==> config.mk <==
export PLATFORM = sky130hd
export DESIGN_NAME = cpu_cycle_sequencer_flat
export DESIGN_NICKNAME = d
export VERILOG_FILES = /design/src/rtl/cpu_cycle_sequencer_if.sv /design/src/rtl/cpu_cycle_sequencer.sv /design/src/flat_wrapper.sv
export SDC_FILE = /design/constraint.sdc
export NUM_CORES = 1
export LEC_CHECK = 0
export ABC_AREA = 1
export BUFFER_PORTS_ARGS = -buffer_cell sky130_fd_sc_hd__buf_2
export CORE_UTILIZATION = 45
export DETAILED_ROUTE_END_ITERATION = 12
export GPL_TIMING_DRIVEN = 0
export PLACE_DENSITY = 0.89
export SLEW_MARGIN = 20
export SYNTH_ARGS = -nofsm -noshare
export SYNTH_HDL_FRONTEND = slang
export SYNTH_SLANG_ARGS = --single-unit
==> constraint.sdc <==
create_clock -name clk -period 3.2 [get_ports clk]
set_clock_uncertainty 0.2 [all_clocks]
set_input_delay 0.32 -clock clk [delete_from_list [all_inputs] [get_ports clk]]
set_output_delay 0.32 -clock clk [all_outputs]
set_load 0.03 [all_outputs]
==> src/rtl/cpu_cycle_sequencer_if.sv <==
// Purpose : bundles the CPU control sequencer's fetch, decode, execute, memory and debug signals.
// Ports   : master = sequencer side (drives pc/ir/flags/strobes/requests); slave = core/memory side.
// Params  : ADDR_W = PC and branch-target width, CNT_W = retired-instruction counter width.
interface cpu_cycle_sequencer_if #(
    parameter int unsigned ADDR_W = 32,
    parameter int unsigned CNT_W  = 16
);
    logic                run;
    logic                imem_req;
    logic                imem_ack;
    logic [31:0]         imem_rdata;
    logic [ADDR_W-1:0]   pc;
    logic [31:0]         ir;
    logic [3:0]          cond_in;
    logic                is_mem;
    logic                is_load;
    logic                is_branch;
    logic                writes_rd;
    logic                s_bit;
    logic [3:0]          alu_flags;
    logic [ADDR_W-1:0]   branch_target;
    logic                dmem_req;
    logic                dmem_ack;
    logic                rf_read_en;
    logic                alu_en;
    logic                rf_write_en;
    logic [3:0]          cpsr_flags;
    logic [ADDR_W-1:0]   link_addr;
    logic [2:0]          state;
    logic [CNT_W-1:0]    retired_count;

    modport master (
        input  run, imem_ack, imem_rdata, cond_in, is_mem, is_load, is_branch,
               writes_rd, s_bit, alu_flags, branch_target, dmem_ack,
        output imem_req, pc, ir, dmem_req, rf_read_en, alu_en, rf_write_en,
               cpsr_flags, link_addr, state, retired_count
    );

    modport slave (
        output run, imem_ack, imem_rdata, cond_in, is_mem, is_load, is_branch,
               writes_rd, s_bit, alu_flags, branch_target, dmem_ack,
        input  imem_req, pc, ir, dmem_req, rf_read_en, alu_en, rf_write_en,
               cpsr_flags, link_addr, state, retired_count
    );
endinterface

==> src/rtl/cpu_cycle_sequencer.sv <==
// Purpose : multi-cycle FETCH/DECODE/EXEC/MEM/WB control sequencer owning PC, IR, CPSR flags and retire count.
// Latency : zero-wait 2 (skip), 3 (branch / no-write ALU), 4 (ALU+WB, store), 5 (load) cycles FETCH-to-FETCH.
// Backpressure: imem_req/dmem_req are held until the matching ack; every wait cycle stalls the FSM in place.
// Ports   : clk, rst (async, active high) plus io_bus (master modport of cpu_cycle_sequencer_if).
module cpu_cycle_sequencer #(
    parameter int unsigned       ADDR_W   = 32,
    parameter logic [ADDR_W-1:0] RESET_PC = '0,
    parameter int unsigned       PC_STEP  = 4,
    parameter int unsigned       CNT_W    = 16
) (
    input  logic                  clk,
    input  logic                  rst,
    cpu_cycle_sequencer_if.master io_bus
);

    typedef enum logic [2:0] {
        ST_FETCH  = 3'd0,
        ST_DECODE = 3'd1,
        ST_EXEC   = 3'd2,
        ST_MEM    = 3'd3,
        ST_WB     = 3'd4
    } state_t;

    state_t             r_state;
    logic [ADDR_W-1:0]  r_pc;
    logic [31:0]        r_ir;
    logic [3:0]         r_flags;
    logic [CNT_W-1:0]   r_retired;
    logic               r_rf_read_en;
    logic               r_alu_en;
    logic               r_rf_write_en;
    logic               r_dmem_req;

    logic               w_imem_req;
    logic               w_cond_pass;
    logic [ADDR_W-1:0]  w_link_addr;
    logic               w_n;
    logic               w_z;
    logic               w_c;
    logic               w_v;

    assign {w_n, w_z, w_c, w_v} = r_flags;

    // The fetch request follows run directly so a stopped core never issues a
    // request; rst is folded in so the request drops the instant reset rises.
    assign w_imem_req  = (r_state == ST_FETCH) && io_bus.run && !rst;
    assign w_link_addr = r_pc + ADDR_W'(PC_STEP);

    // ARM condition-code evaluation against the committed flags.
    always_comb begin
        w_cond_pass = 1'b0;
        case (io_bus.cond_in)
            4'h0:    w_cond_pass = w_z;
            4'h1:    w_cond_pass = !w_z;
            4'h2:    w_cond_pass = w_c;
            4'h3:    w_cond_pass = !w_c;
            4'h4:    w_cond_pass = w_n;
            4'h5:    w_cond_pass = !w_n;
            4'h6:    w_cond_pass = w_v;
            4'h7:    w_cond_pass = !w_v;
            4'h8:    w_cond_pass = w_c && !w_z;
            4'h9:    w_cond_pass = !w_c || w_z;
            4'hA:    w_cond_pass = (w_n == w_v);
            4'hB:    w_cond_pass = (w_n != w_v);
            4'hC:    w_cond_pass = !w_z && (w_n == w_v);
            4'hD:    w_cond_pass = w_z || (w_n != w_v);
            4'hE:    w_cond_pass = 1'b1;
            default: w_cond_pass = 1'b0;
        endcase
    end

    // Strobes are registered alongside the state transition that enters the
    // state they belong to, so each is high exactly while the FSM sits there.
    // Every retire path loads the next PC, bumps the counter and returns to FETCH.
    always_ff @(posedge clk or posedge rst) begin
        if (rst) begin
            r_state       <= ST_FETCH;
            r_pc          <= RESET_PC;
            r_ir          <= '0;
            r_flags       <= '0;
            r_retired     <= '0;
            r_rf_read_en  <= 1'b0;
            r_alu_en      <= 1'b0;
            r_rf_write_en <= 1'b0;
            r_dmem_req    <= 1'b0;
        end else begin
            case (r_state)
                ST_FETCH: begin
                    if (w_imem_req && io_bus.imem_ack) begin
                        r_ir         <= io_bus.imem_rdata;
                        r_rf_read_en <= 1'b1;
                        r_state      <= ST_DECODE;
                    end
                end
                ST_DECODE: begin
                    r_rf_read_en <= 1'b0;
                    if (w_cond_pass) begin
                        r_alu_en <= 1'b1;
                        r_state  <= ST_EXEC;
                    end else begin
                        r_pc      <= w_link_addr;
                        r_retired <= r_retired + CNT_W'(1);
                        r_state   <= ST_FETCH;
                    end
                end
                ST_EXEC: begin
                    r_alu_en <= 1'b0;
                    if (io_bus.s_bit) begin
                        r_flags <= io_bus.alu_flags;
                    end
                    if (io_bus.is_branch) begin
                        r_pc      <= io_bus.branch_target;
                        r_retired <= r_retired + CNT_W'(1);
                        r_state   <= ST_FETCH;
                    end else if (io_bus.is_mem) begin
                        r_dmem_req <= 1'b1;
                        r_state    <= ST_MEM;
                    end else if (io_bus.writes_rd) begin
                        r_rf_write_en <= 1'b1;
                        r_state       <= ST_WB;
                    end else begin
                        r_pc      <= w_link_addr;
                        r_retired <= r_retired + CNT_W'(1);
                        r_state   <= ST_FETCH;
                    end
                end
                ST_MEM: begin
                    if (io_bus.dmem_ack) begin
                        r_dmem_req <= 1'b0;
                        if (io_bus.is_load) begin
                            r_rf_write_en <= 1'b1;
                            r_state       <= ST_WB;
                        end else begin
                            r_pc      <= w_link_addr;
                            r_retired <= r_retired + CNT_W'(1);
                            r_state   <= ST_FETCH;
                        end
                    end
                end
                ST_WB: begin
                    r_rf_write_en <= 1'b0;
                    r_pc          <= w_link_addr;
                    r_retired     <= r_retired + CNT_W'(1);
                    r_state       <= ST_FETCH;
                end
                default: begin
                    r_rf_read_en  <= 1'b0;
                    r_alu_en      <= 1'b0;
                    r_rf_write_en <= 1'b0;
                    r_dmem_req    <= 1'b0;
                    r_state       <= ST_FETCH;
                end
            endcase
        end
    end

    assign io_bus.imem_req      = w_imem_req;
    assign io_bus.pc            = r_pc;
    assign io_bus.ir            = r_ir;
    assign io_bus.dmem_req      = r_dmem_req;
    assign io_bus.rf_read_en    = r_rf_read_en;
    assign io_bus.alu_en        = r_alu_en;
    assign io_bus.rf_write_en   = r_rf_write_en;
    assign io_bus.cpsr_flags    = r_flags;
    assign io_bus.link_addr     = w_link_addr;
    assign io_bus.state         = r_state;
    assign io_bus.retired_count = r_retired;

endmodule

==> src/flat_wrapper.sv <==
// flat-port wrapper written by rule: the top's interface ports become plain ports
module cpu_cycle_sequencer_flat 
#(
    parameter int unsigned       ADDR_W   = 32,
    parameter logic [ADDR_W-1:0] RESET_PC = '0,
    parameter int unsigned       PC_STEP  = 4,
    parameter int unsigned       CNT_W    = 16
)
  (clk, rst, io_bus_run, io_bus_imem_ack, io_bus_imem_rdata, io_bus_cond_in, io_bus_is_mem, io_bus_is_load, io_bus_is_branch, io_bus_writes_rd, io_bus_s_bit, io_bus_alu_flags, io_bus_branch_target, io_bus_dmem_ack, io_bus_imem_req, io_bus_pc, io_bus_ir, io_bus_dmem_req, io_bus_rf_read_en, io_bus_alu_en, io_bus_rf_write_en, io_bus_cpsr_flags, io_bus_link_addr, io_bus_state, io_bus_retired_count);
  cpu_cycle_sequencer_if #(.ADDR_W(ADDR_W), .CNT_W(CNT_W)) io_bus_i ();
  input  logic clk;
  input  logic rst;
  input wire logic [$bits(io_bus_i.run)-1:0] io_bus_run;
  input wire logic [$bits(io_bus_i.imem_ack)-1:0] io_bus_imem_ack;
  input wire logic [$bits(io_bus_i.imem_rdata)-1:0] io_bus_imem_rdata;
  input wire logic [$bits(io_bus_i.cond_in)-1:0] io_bus_cond_in;
  input wire logic [$bits(io_bus_i.is_mem)-1:0] io_bus_is_mem;
  input wire logic [$bits(io_bus_i.is_load)-1:0] io_bus_is_load;
  input wire logic [$bits(io_bus_i.is_branch)-1:0] io_bus_is_branch;
  input wire logic [$bits(io_bus_i.writes_rd)-1:0] io_bus_writes_rd;
  input wire logic [$bits(io_bus_i.s_bit)-1:0] io_bus_s_bit;
  input wire logic [$bits(io_bus_i.alu_flags)-1:0] io_bus_alu_flags;
  input wire logic [$bits(io_bus_i.branch_target)-1:0] io_bus_branch_target;
  input wire logic [$bits(io_bus_i.dmem_ack)-1:0] io_bus_dmem_ack;
  output wire logic [$bits(io_bus_i.imem_req)-1:0] io_bus_imem_req;
  output wire logic [$bits(io_bus_i.pc)-1:0] io_bus_pc;
  output wire logic [$bits(io_bus_i.ir)-1:0] io_bus_ir;
  output wire logic [$bits(io_bus_i.dmem_req)-1:0] io_bus_dmem_req;
  output wire logic [$bits(io_bus_i.rf_read_en)-1:0] io_bus_rf_read_en;
  output wire logic [$bits(io_bus_i.alu_en)-1:0] io_bus_alu_en;
  output wire logic [$bits(io_bus_i.rf_write_en)-1:0] io_bus_rf_write_en;
  output wire logic [$bits(io_bus_i.cpsr_flags)-1:0] io_bus_cpsr_flags;
  output wire logic [$bits(io_bus_i.link_addr)-1:0] io_bus_link_addr;
  output wire logic [$bits(io_bus_i.state)-1:0] io_bus_state;
  output wire logic [$bits(io_bus_i.retired_count)-1:0] io_bus_retired_count;
  assign io_bus_i.run = io_bus_run;
  assign io_bus_i.imem_ack = io_bus_imem_ack;
  assign io_bus_i.imem_rdata = io_bus_imem_rdata;
  assign io_bus_i.cond_in = io_bus_cond_in;
  assign io_bus_i.is_mem = io_bus_is_mem;
  assign io_bus_i.is_load = io_bus_is_load;
  assign io_bus_i.is_branch = io_bus_is_branch;
  assign io_bus_i.writes_rd = io_bus_writes_rd;
  assign io_bus_i.s_bit = io_bus_s_bit;
  assign io_bus_i.alu_flags = io_bus_alu_flags;
  assign io_bus_i.branch_target = io_bus_branch_target;
  assign io_bus_i.dmem_ack = io_bus_dmem_ack;
  assign io_bus_imem_req = io_bus_i.imem_req;
  assign io_bus_pc = io_bus_i.pc;
  assign io_bus_ir = io_bus_i.ir;
  assign io_bus_dmem_req = io_bus_i.dmem_req;
  assign io_bus_rf_read_en = io_bus_i.rf_read_en;
  assign io_bus_alu_en = io_bus_i.alu_en;
  assign io_bus_rf_write_en = io_bus_i.rf_write_en;
  assign io_bus_cpsr_flags = io_bus_i.cpsr_flags;
  assign io_bus_link_addr = io_bus_i.link_addr;
  assign io_bus_state = io_bus_i.state;
  assign io_bus_retired_count = io_bus_i.retired_count;
  cpu_cycle_sequencer #(.ADDR_W(ADDR_W), .RESET_PC(RESET_PC), .PC_STEP(PC_STEP), .CNT_W(CNT_W)) u_core (.clk(clk), .rst(rst), .io_bus(io_bus_i));
endmodule
# --- Word level (Yosys, flattened, before mapping) ---
# Index checks and enable logic that the tools add are counted.
word_totals:
  reg_bits: 91
  inputBits: 82
  elab_cells: 111
op_classes:
  add_sub_neg: 2
  n_eq_ne: 32
  n_mux: 37
  bitwise_logic: 4
  n_reduce_logical: 27
op_table:
  columns: ["cell", "count"]
  rows:
  - ["$mux W32", 6]
  - ["$pmux W32 S4", 1]
  - ["$mux W16", 6]
  - ["$pmux W16 S4", 1]
  - ["$add A32 B3 Y32 const B", 1]
  - ["$eq A4 B4 Y1 const B", 7]
  - ["$mux W3", 6]
  - ["$ne A2 B2 Y1 const B", 9]
  - ["$add A16 B1 Y16 const B", 1]
  - ["$eq A4 B3 Y1 const B", 4]
  - ["$pmux W1 S15", 1]
  - ["$pmux W3 S4", 1]
  - ["$reduce_and A6 Y1", 2]
  - ["$mux W1", 10]
  - ["$reduce_and A2 Y1", 5]
  - ["$reduce_or A3 Y1", 3]
  - ["$eq A4 B2 Y1 const B", 2]
  - ["$eq A3 B2 Y1 const B", 2]
  - ["$ne A3 B3 Y1 const B", 2]
  - ["$pmux W1 S3", 2]
  - ["$logic_and A1 B1 Y1", 5]
  - ["$logic_not A1 Y1", 5]
  - ["$eq A4 B1 Y1 const B", 1]
  - ["$logic_not A4 Y1", 1]
  - ["other kinds (13)", 18]

# --- Depth between registers and ports, before layout ---
logic_depth:
  depth_word: 6
  ltp_mapped: 13
  mapped_depth_nobuf: 12

# --- Least setup slack after synthesis ---
# OpenSTA, ideal clock, no wires.
synth_timing:
  kind: "input-to-reg"
  from: "input rst"
  to: "register u_core.r_ir[0], in the netlist u_core.io_bus.ir[0]"
  setup_ps: 125
  t_arrival_ps: 3469
  slack_ps: -594
  cell_stages: 6
  n_path_buf: 1
  cell_sequence: "inv_1 -> nand2_1 -> nor2_4 -> nand2_4 -> buf_6 -> mux2_4"
synth_between:
  elab_chain_cells: 4
synth_rtl:
  columns: ["item", "line", "text"]
  rows:
  - ["start, declared", "flat_wrapper.sv:12", "input logic rst;"]
  - ["$logic_not A1 Y1", "cpu_cycle_sequencer.sv:46", "assign w_imem_req = (r_state == ST_FETCH) && io_bus.run && !rst;"]
  - ["$logic_and A1 B1 Y1", "cpu_cycle_sequencer.sv:46", null]
  - ["net io_bus_imem_req", "flat_wrapper.sv:25", "output wire logic [$bits(io_bus_i.imem_req)-1:0] io_bus_imem_req;"]
  - ["$logic_and A1 B1 Y1", "cpu_cycle_sequencer.sv:89", "if (w_imem_req && io_bus.imem_ack) begin"]
  - ["$reduce_and A2 Y1 (no line)", null, null]
  - ["end signal, assigned", "cpu_cycle_sequencer.sv:90", "r_ir <= io_bus.imem_rdata;"]
  - ["end, declared", "cpu_cycle_sequencer.sv:26", "logic [31:0] r_ir;"]
# The timed path passes the listed nets, and every way through them passes these cells.
# A chain may end at the register's enable or synchronous reset.

# --- Final worst setup path ---
layout_timing:
  from: "register u_core.r_pc[2], in the netlist u_core.io_bus.pc[2]"
  to: "output io_bus_link_addr[28]"
layout_between:
  elab_chain_cells: 1
layout_rtl:
  columns: ["item", "line", "text"]
  rows:
  - ["start, declared", "cpu_cycle_sequencer.sv:25", "logic [ADDR_W-1:0] r_pc;"]
  - ["start signal, assigned", "cpu_cycle_sequencer.sv:101", "r_pc <= w_link_addr;"]
  - ["start signal, assigned", "cpu_cycle_sequencer.sv:112", "r_pc <= io_bus.branch_target;"]
  - ["start signal, assigned", "cpu_cycle_sequencer.sv:122", "r_pc <= w_link_addr;"]
  - ["$add A32 B3 Y32", "cpu_cycle_sequencer.sv:47", "assign w_link_addr = r_pc + ADDR_W'(PC_STEP);"]
  - ["end, declared", "flat_wrapper.sv:33", "output wire logic [$bits(io_bus_i.link_addr)-1:0] io_bus_link_addr;"]
# No other way between the ends.

==> Implementation_results.wiki <==
{| class="wikitable"
! Metric !! Value
|-
| Sink Count || 91
|-
| Worst slew pin tran || 0.560 ns
|-
| Detailed-routing iteration count for the pre-antenna-repair pass || 6
|-
| Clock tree from TritonCTS || built
|-
| Commonest cells after routing, fill and taps aside || 255 x sky130_fd_sc_hd__nand2_1, 211 x sky130_fd_sc_hd__buf_2, 91 x sky130_fd_sc_hd__dfrtp_1, 76 x sky130_fd_sc_hd__nor2_1, 60 x sky130_fd_sc_hd__nand3_1
|-
| Worst setup path startpoint || u_core.io_bus.pc[2]$_DFFE_PP0P_
|-
| Total inserted antenna cells || 0
|-
| Period utilization || 93.7%
|-
| Reg2Reg Depth || 10
|-
| GRT Total Usage || 27.5%
|-
| Proportion of netlist area held by the largest area contributor || about two fifths
|-
| Maximum capacitance violations || 0
|-
| Cell accounting for the most synthesized area || sky130_fd_sc_hd__dfrtp_1
|-
| Full die area || 12,700 sq um
|-
| Post-synthesis cell count || 716
|-
| Area of the mapped netlist || 5510 sq um
|-
| Area Growth Syn to Fin || 33.1%
|-
| Final number of max-transition violations || 0
|-
| Register bit total from synthesis || 91
|-
| Worst endpoint data arrival time || 2.48 ns
|-
| Headroom to the max-slew limit || 62.7%
|-
| Start-to-end type of the worst setup path || reg2out
|-
| Endpoint kind of the worst setup timing path || output pin
|-
| Startpoint type of the worst setup path || flop
|-
| Average routed wire per standard cell || 15.4 microns
|-
| Clock slew at the register clock pins of the worst setup and hold paths || 0.07 ns
|-
| Clock Root Buffer || sky130_fd_sc_hd__clkbuf_16
|-
| Final setup fails || 0
|-
| Fraction of synthesis flops using an asynchronous set or reset pin || 100%
|-
| Clock share of power || 16.0%
|-
| Weighted congestion at the end of routability-driven global placement || around 0.94
|-
| Pwr per Cell Area || around 960 nW/um^2
|-
| Via-to-Cell Ratio || 5.24
|-
| Share of total power in combinational logic || 55.9%
|-
| Final WL || 17,100 microns
|-
| Post-detailed-placement half-perimeter wirelength || 12,500 microns
|-
| Distinct cell type count of the synthesized netlist || 34
|-
| Via count || 5,820
|-
| Setup repair bufs after CTS || 0
|-
| Clock latency reported for the late side of the worst-skew pair || 0.35 ns
|-
| Timing endpoint of the critical path || io_bus_link_addr[28]
|-
| Power Internal || 3550 uW
|-
| Cell Count, Final, Fillers Out || 1,111
|-
| Worst Hold Launch || io_bus_imem_rdata[29]
|-
| Initial cell density of the core || 46.1%
|-
| Total CTS buffers || 9
|-
| Cells taking the most area after synthesis || sky130_fd_sc_hd__dfrtp_1 41%, sky130_fd_sc_hd__nand2_1 17%, sky130_fd_sc_hd__nand3_1 5.4%
|-
| Placeable core region || around 12,000 sq um
|-
| Switching portion of total power || roughly 50%
|-
| End of the worst register-to-register path || u_core.io_bus.pc[12]$_DFFE_PP0P_
|-
| Hold Vio Cnt, Final || 0
|-
| Warnings, synthesis || 0
|-
| Post-Synthesis Mean Instance Area || around 7.7 sq um
|-
| Critical path data required time || 2.68 ns
|-
| Flop2flop setup slack || 0.77 ns
|-
| Net Sw Power || 3520 uW
|-
| Commonest non-fill, non-tap cell in the layout || sky130_fd_sc_hd__nand2_1
|-
| Number of flops mapped to enable cells by yosys || 0
|-
| Worst reg2reg startpoint || u_core.io_bus.pc[2]$_DFFE_PP0P_
|-
| Post-route cell area || about 7300 sq um
|-
| Vias in the first global route || ~5,600
|-
| Maximum number of pins on one net before global-route repair || 32
|-
| Number of remaining DRC errors || 0
|-
| Peak fanout along the critical path || 6
|-
| Cell total after placement || 1,071
|-
| First DRT Iteration DRCs || between 500 and 600
|-
| Number of antenna violations at the first check in global routing || 1
|-
| Antenna violation net count after detailed routing || 0
|-
| Hold WC Path Type || in2reg
|-
| Maximum VDD drop || around 720 uV
|-
| Max Fclk || 0.334 GHz
|-
| Run status || finished, final reports clean
|-
| Net count of the mapped netlist || 800
|-
| Ports placed on the boundary || 206
|-
| Layout cell share with drive strength beyond 1 || 31.6%
|-
| Horizontal extent of the die || 113 microns
|-
| Nets || ~1,000
|-
| Worst-case clock buffer depth || 2
|-
| # port buffers || 205
|-
| Count of standard-cell rows || 40
|-
| Leakage power || about 0.004 uW
|-
| Min Tclk post-route || 3.00 ns
|-
| Overflow left after global routing || 0
|-
| Wire length of the first global-routing pass || 27,200 microns
|-
| Setup repair after global routing missed its margin || false
|-
| Sequential Power Share || 28.1%
|-
| Sequential element share of the synthesized area || 41.3%
|-
| H-tree depth || 3
|-
| Vertical die dimension || 113 microns
|-
| Instance area at placement || 6780 sq um
|-
| Ys flop type || sky130_fd_sc_hd__dfrtp_1
|}
-- registers in the layout, summed over array words and instances (netlist names) --
| register | flops |
|---|---|
| u_core.io_bus.alu_en | 1 |
| u_core.io_bus.cpsr_flags | 4 |
| u_core.io_bus.dmem_req | 1 |
| u_core.io_bus.ir | 32 |
| u_core.io_bus.pc | 32 |
| u_core.io_bus.retired_count | 16 |
| u_core.io_bus.rf_read_en | 1 |
| u_core.io_bus.rf_write_en | 1 |
| u_core.io_bus.state | 3 |
-- cells in the mapped netlist, types with 2 or more instances --
cell                       number
sky130_fd_sc_hd__a21oi_1        8
sky130_fd_sc_hd__buf_2          6
sky130_fd_sc_hd__buf_4          8
sky130_fd_sc_hd__buf_6         10
sky130_fd_sc_hd__dfrtp_1       91
sky130_fd_sc_hd__ha_1           2
sky130_fd_sc_hd__inv_1         47
sky130_fd_sc_hd__inv_2          2
sky130_fd_sc_hd__mux2_2        21
sky130_fd_sc_hd__mux2_4        11
sky130_fd_sc_hd__mux2i_1        4
sky130_fd_sc_hd__nand2_1      255
sky130_fd_sc_hd__nand2_2        2
sky130_fd_sc_hd__nand3_1       60
sky130_fd_sc_hd__nand3b_1      25
sky130_fd_sc_hd__nand4_1       17
sky130_fd_sc_hd__nor2_1        76
sky130_fd_sc_hd__nor3_1         6
sky130_fd_sc_hd__o21ai_0       18
sky130_fd_sc_hd__or2_2         14
sky130_fd_sc_hd__xnor2_1        9
sky130_fd_sc_hd__xor2_1        12
-- worst min-delay path by stage --
stage	depth (start not counted)	slack (ns)	endpoint
4_1_cts	2	0.0008	u_core.io_bus.ir[18]$_DFFE_PP0P_
3_3_place_gp	2	0.26	u_core.io_bus.alu_en$_DFFE_PP0P_
3_5_place_dp	2	0.11	u_core.io_bus.ir[15]$_DFFE_PP0P_
2_1_floorplan	2	0.23	u_core.io_bus.pc[0]$_DFFE_PP0P_
5_1_grt	2	0.008	u_core.io_bus.ir[31]$_DFFE_PP0P_
6_report	2	0.005	u_core.io_bus.ir[29]$_DFFE_PP0P_
-- cell families (layout without fill, tap and decap cells) --
group / Yosys count / in the layout / synth area share, %
and+or+nand+nor: 460 / 460 / 36.6
DFF: 91 / 91 / 41.3
buffers and inverters: 74 / 322 / 7.08
muxes: 36 / 36 / 8.02
AOI/OAI and AO/OA: 32 / 32 / 3.22
xor gates and xnor gates: 21 / 21 / 3.34
adders and majority gates: 2 / 2 / 0.454
-- metal layers --
metal,share of wire [%],up-vias,global-route usage (%),routed length (microns)
met5,0.076,-,0,13
met4,3.1,2,11.8,523
met3,8.9,35,6.32,1530
met2,47,325,46.4,8010
met1,41,2663,33.8,7050
li1,-,2795,-,-
-- metrics by stage --
step	hold slack [ns]	power, uW	TNS, ns	worst slack, ns	util [%]
floorplan	0.230	4740	0	0.219	-
global placement	0.255	5790	-16.42	-0.517	56.2
detailed placement	0.113	5880	0	0.660	56.7
CTS	0.000832	7030	0	0.255	61.1
global route	0.00771	7480	0	0.0941	61.3
finish	0.00475	7080	0	0.202	61.3
-- critical path: stages (launching register included) --
cell and delay [ns]:
sky130_fd_sc_hd__dfrtp_1 0.44, sky130_fd_sc_hd__ha_1 0.21, sky130_fd_sc_hd__nand3_1 0.21, sky130_fd_sc_hd__inv_1 0.18, sky130_fd_sc_hd__nand2_1 0.22, sky130_fd_sc_hd__nor2_1 0.40, sky130_fd_sc_hd__nand3b_1 0.17, sky130_fd_sc_hd__nand2_1 0.10
sky130_fd_sc_hd__buf_2 0.20
-- timing repair --
item / 4_1_cts / 5_1_grt
gates resized for setup: 0 / 0
hold buffers: 22 / 2
hold endpoints to repair: 32 / 2
setup endpoints to repair: 0 / 0
-- power groups by stage --
stage	registers, uW	logic [uW]	clock network [uW]
floorplan	2730	2000	0
global placement	1960	3830	0
detailed placement	1980	3900	0
CTS	1970	3930	1130
global route	2040	4250	1180
finish	1990	3960	1130
-- cell type report --
type,instances,area (sq um)
clock buffer,10,239
timing repair buffer,232,1330
inverter,49,188
sequential,91,2280
tap,147,184
buffer,25,206
clock inverter,6,70.1
multi-input combinational,551,2840
fill,1012,4630
No activity file was read; power rests on OpenSTA's default activity.
